<file path="src/rtl/dvr_fifo_if.sv">
// DVR (data/valid/rdy) stream interface shared by the aes_encrypter datapath stages.
interface avalon_st_if #(
    parameter int DATA_WIDTH_IN_BYTES = 32
);
    logic [DATA_WIDTH_IN_BYTES*8-1:0] data;
    logic                             valid;
    logic                             rdy;

    modport master (output data, output valid, input rdy);
    modport slave  (input data, input valid, output rdy);
endinterface

</file>
<file path="src/rtl/dvr_fifo.sv">
// First-word-fall-through FIFO between two DVR stream ports, with fill level and almost-full.
// Define DVR_FIFO_FLUSH_EN to add a synchronous flush input.
module dvr_fifo #(
    parameter int DATA_WIDTH_IN_BYTES = 32,
    parameter int DEPTH               = 8,
    parameter int ALMOST_FULL_THRESH  = DEPTH - 2
) (
    input  logic                     clk,
    input  logic                     rst_n,
    avalon_st_if.slave               msg_in,
    avalon_st_if.master              msg_out,
    output logic [$clog2(DEPTH):0]   fill_level,
    output logic                     almost_full
`ifdef DVR_FIFO_FLUSH_EN
    ,
    input  logic                     flush
`endif
);
    localparam int W  = DATA_WIDTH_IN_BYTES * 8;
    localparam int AW = $clog2(DEPTH);
    localparam int CW = AW + 1;

    logic [W-1:0]  mem [DEPTH];
    logic [AW-1:0] wr_ptr, rd_ptr;
    logic [CW-1:0] count, count_next;
    logic          rdy_q, af_q, push, pop, clr;

`ifdef DVR_FIFO_FLUSH_EN
    assign clr = flush;
`else
    assign clr = 1'b0;
`endif

    assign push = msg_in.valid && rdy_q;
    assign pop  = (count != '0) && msg_out.rdy;

    // Flush wins over any handshake in the same cycle, including a completed push.
    always_comb begin
        count_next = count + CW'(push) - CW'(pop);
        if (clr)
            count_next = '0;
    end

    always_ff @(posedge clk or negedge rst_n) begin
        if (!rst_n) begin
            wr_ptr <= '0;
            rd_ptr <= '0;
            count  <= '0;
            rdy_q  <= 1'b0;
            af_q   <= 1'b0;
        end else begin
            if (clr) begin
                wr_ptr <= '0;
                rd_ptr <= '0;
            end else begin
                if (push) wr_ptr <= wr_ptr + AW'(1);
                if (pop)  rd_ptr <= rd_ptr + AW'(1);
            end
            count <= count_next;
            rdy_q <= (count_next != CW'(DEPTH));
            af_q  <= (count_next >= CW'(ALMOST_FULL_THRESH));
        end
    end

    // Storage is deliberately left unreset; the read mux masks stale entries.
    always_ff @(posedge clk) begin
        if (push && !clr)
            mem[wr_ptr] <= msg_in.data;
    end

    assign msg_in.rdy    = rdy_q;
    assign msg_out.valid = (count != '0);
    assign msg_out.data  = (count != '0) ? mem[rd_ptr] : '0;
    assign fill_level    = count;
    assign almost_full   = af_q;
endmodule

</file>
<file path="src/flat_wrapper.sv">
// flat-port wrapper written by rule: the top's interface ports become plain ports
module dvr_fifo_flat 
#(
    parameter int DATA_WIDTH_IN_BYTES = 32,
    parameter int DEPTH               = 8,
    parameter int ALMOST_FULL_THRESH  = DEPTH - 2
)
  (clk, rst_n, fill_level, almost_full, msg_in_data, msg_in_valid, msg_in_rdy, msg_out_data, msg_out_valid, msg_out_rdy);
  avalon_st_if #(.DATA_WIDTH_IN_BYTES(DATA_WIDTH_IN_BYTES)) msg_in_i ();
  avalon_st_if #(.DATA_WIDTH_IN_BYTES(DATA_WIDTH_IN_BYTES)) msg_out_i ();
  input  logic clk;
  input  logic rst_n;
  output logic [$clog2(DEPTH):0] fill_level;
  output logic almost_full;
  input wire logic [$bits(msg_in_i.data)-1:0] msg_in_data;
  input wire logic [$bits(msg_in_i.valid)-1:0] msg_in_valid;
  output wire logic [$bits(msg_in_i.rdy)-1:0] msg_in_rdy;
  output wire logic [$bits(msg_out_i.data)-1:0] msg_out_data;
  output wire logic [$bits(msg_out_i.valid)-1:0] msg_out_valid;
  input wire logic [$bits(msg_out_i.rdy)-1:0] msg_out_rdy;
  assign msg_in_i.data = msg_in_data;
  assign msg_in_i.valid = msg_in_valid;
  assign msg_in_rdy = msg_in_i.rdy;
  assign msg_out_data = msg_out_i.data;
  assign msg_out_valid = msg_out_i.valid;
  assign msg_out_i.rdy = msg_out_rdy;
  dvr_fifo #(.DATA_WIDTH_IN_BYTES(DATA_WIDTH_IN_BYTES), .DEPTH(DEPTH), .ALMOST_FULL_THRESH(ALMOST_FULL_THRESH)) u_core (.clk(clk), .rst_n(rst_n), .msg_in(msg_in_i), .msg_out(msg_out_i), .fill_level(fill_level), .almost_full(almost_full));
endmodule
</file>
<file path="config.mk">
export PLATFORM = sky130hd
export DESIGN_NAME = dvr_fifo_flat
export DESIGN_NICKNAME = d
export VERILOG_FILES = /design/src/rtl/dvr_fifo_if.sv /design/src/rtl/dvr_fifo.sv /design/src/flat_wrapper.sv
export SDC_FILE = /design/constraint.sdc
export NUM_CORES = 2
export LEC_CHECK = 0
export BUFFER_PORTS_ARGS = -buffer_cell sky130_fd_sc_hd__buf_2
export CAP_MARGIN = 20
export CORE_ASPECT_RATIO = 1.25
export CORE_MARGIN = 4
export CORE_UTILIZATION = 54
export CTS_CLUSTER_SIZE = 10
export DETAILED_ROUTE_END_ITERATION = 7
export GPL_TIMING_DRIVEN = 0
export PLACE_DENSITY = 0.75
export SYNTH_ARGS = -nofsm -noshare
export SYNTH_HDL_FRONTEND = slang
export SYNTH_SLANG_ARGS = --single-unit
</file>
<file path="constraint.sdc">
create_clock -name clk -period 26.8 [get_ports clk]
set_clock_uncertainty 0.1 [all_clocks]
set_input_delay 5.36 -clock clk [delete_from_list [all_inputs] [get_ports clk]]
set_output_delay 5.36 -clock clk [all_outputs]
set_load 0.1 [all_outputs]
</file>
==> impl_metrics.csv <==
group,metric,value,unit
global_routing,antenna_found_initial,67,
synth,seq_area_frac_synth,0.803,
global_routing,grt_util_all_layers,0.243,
sta,final.min_clock_period,9390,ps
cts,cts.clk_slew.worst_paths,60,ps
synth,yosysTopAreaCell,"edfxtp_1",
worst_setup_path,cp-start-kind,"register",
cts,cts_resized,0,
floorplan,fp.dieW,346,um
sta,max_slew_margin,0.329,
routing,wl,180000,um
synth,ys_ff_latch,2060,
global_routing,grt_max_degree,27,
worst_setup_path,r2r_start,"u_core.wr_ptr[0]",
synth,netlist_area,77000,um^2
finish,nNetsFinal,4266,
finish,area_growth,18.0,%
outcome,outcome,"finished clean",
synth,async_reset_ff_frac,0.00583,
global_routing,overflow,0,
cts,cts_tree,"built",
cts,cts.sinks,2060,
routing,vias_per_cell,6.24,
global_routing,grt_first_pass_wirelength,264000,um
cts,cts_buffers,225,
cts,ctsLongestPathBuffers,3,
sta,finalSetupTns,0,ps
finish,multi_input_area,14200,um^2
placement,io_buffer_count,522,
worst_setup_path,regToRegSetupSlack,23010,ps
sta,worstMarginPinSlew,1000,ps
placement,hpwl,117000,um
cts,cts_setup_buffers,0,
worst_setup_path,cp.arrival,3930,ps
worst_setup_path,crit_path_max_fanout,10,
worst_setup_path,timing.rr.end,"u_core.mem[2][99]",
cts,cts_htree_levels,4,
sta,setup_viol,0,
synth,synth.avg_cell_area,25.2,um^2
synth,yosys-top-cells-area,"edfxtp_1, mux4_2, a22o_1",
sta,timing.final.crit_share,0.351,
synth,ys_types,29,
worst_hold_path,hold_path_class,"reg2reg",
routing,ant_nets,0,
worst_hold_path,holdPathStages,1,
cts,insertion_delay,850,ps
floorplan,io_pins,523,
sta,hold_viol,0,
worst_hold_path,hold_start,"u_core.rd_ptr[2]",
worst_setup_path,cp-end-kind,"output pin",
floorplan,dieArea,149000,um^2
routing,drc,0,
run,max_cap_violations,0,
floorplan,core,141000,um^2
floorplan,start_util,0.545,
placement,gp_congestion,0.746,
synth,synthFlopType,"edfxtp_1",
routing,first_pass_iters,5,
finish,num-fill-cells,8829,
finish,drive_above_1_share,0.398,
worst_setup_path,cp_data_required_time,21340,ps
sta,grt_setup_unrepaired,"no",
worst_hold_path,hold_end,"u_core.rd_ptr[2]",
cts,cts_hold_buf,0,
routing,wl_per_cell,30.3,um
synth,syn_nets,3320,
synth,synth_edf_count,2048,
floorplan,die_h,430,um
global_routing,first_global_vias,38300,
synth,synth.top_cell.area_share,0.799,
sta,max_freq,0.106,GHz
worst_setup_path,worst-r2r-cell-count,12,
synth,synth_warnings,0,
synth,syn_inst,3052,
routing,vias,37100,
cts,root_buffer,"clkbuf_16",
floorplan,rows,154,
worst_setup_path,path_class,"reg2out",
finish,seqCellArea,61800,um^2
sta,drv_slew,0,
routing,drt_iter0_markers,3939,
critical path, stage by stage, from the launching register on:
cell	delay [ps]
dfrtp_1	360
buf_2	370
buf_2	490
clkbuf_1	750
mux4_2	360
a22o_1	240
buf_2	460
layer usage:
metal	global-route usage	share of wire	vias up	wire length [um]
met2	0.384	0.50	1890	89200
met3	0.0659	0.093	364	16700
li1	-	-	15200	-
met4	0.0977	0.036	32	6490
met5	0	0.0012	-	218
met1	0.327	0.37	19600	67400
cell usage in the layout (no fill, tap or decap), drive strengths merged:
master / n
a21boi: 1
a21o: 1
a21oi: 2
a22o: 256
and2: 1
buf: 863
bufinv: 1
clkbuf: 276
clkinv: 11
dfrtp: 12
diode: 42
edfxtp: 2048
fa: 1
ha: 7
inv: 12
mux2: 2
mux2i: 2
mux4: 512
nand2: 3
nand2b: 2
nand3: 3
nor2: 3
nor2b: 1
nor3: 4
nor4: 2
nor4b: 1
or3b: 1
xnor2: 4
xor2: 2
sequential cells by signal (all words and copies together) (netlist names):
register            flops
u_core.almost_full      1
u_core.mem           2048
u_core.wr_ptr           3
u_core.msg_in.rdy       1
u_core.rd_ptr           3
u_core.fill_level       4
cell families (layout without fill, tap and decap cells):
group,after synthesis,in the layout,share of synthesized area
AO/OA/AOI/OAI,260,260,0.0295
XOR/XNOR,6,6,0.000683
adder cells (fa/ha/maj),8,8,0.00140
buffers and inverters,181,1163,0.0135
flip-flops,2060,2060,0.803
multiplexers,516,516,0.150
other,0,42,0
AND/OR/NAND/NOR,21,21,0.00150
area by class of cell:
type                    count  area share
clock inverters            16     0.00331
clock buffers             247      0.0634
flip-flops and latches   2060       0.681
plain buffers             173      0.0111
well taps                1872      0.0258
diodes                     42     0.00116
multi-input cells         811       0.156
repair buffers            719      0.0583
inverters                   8    0.000331
worst max-delay path by stage:
stage | startpoint | endpoint | slack [ps] | depth (start not counted)
detailed placement | msg_in_valid | u_core.mem[2][98] | 18000 | 13
floorplan | msg_in_valid | u_core.mem[2][0] | 2710 | 2
CTS | u_core.rd_ptr[1] | msg_out_data[212] | 17120 | 6
finish | u_core.rd_ptr[1] | msg_out_data[141] | 17410 | 6
global route | u_core.rd_ptr[1] | msg_out_data[133] | 17200 | 6
global placement | msg_in_valid | u_core.mem[4][98] | -15350 | 3
through the flow:
step	util	setup slack, ps	cells	hold slack, ps	area, um^2
floorplan	-	2710	3052	367	77000
CTS	0.642	17120	5905	453	90700
global route	0.643	17200	5926	470	90800
finish	0.643	17410	5948	445	90800
global placement	0.580	-15350	5446	382	81900
detailed placement	0.599	18000	5642	390	84600
synth_stat cells, types with 4 or more instances:
master and count:
buf_6 32, buf_2 87, ha_1 7, dfrtp_1 12
edfxtp_1 2048, mux4_2 512, buf_1 23, nor3_1 4
inv_1 8, a22o_1 256, xnor2_1 4, clkbuf_1 29
Power is not shown: default switching activity piles up to over one toggle a cycle in this logic, so the estimate is an artifact.
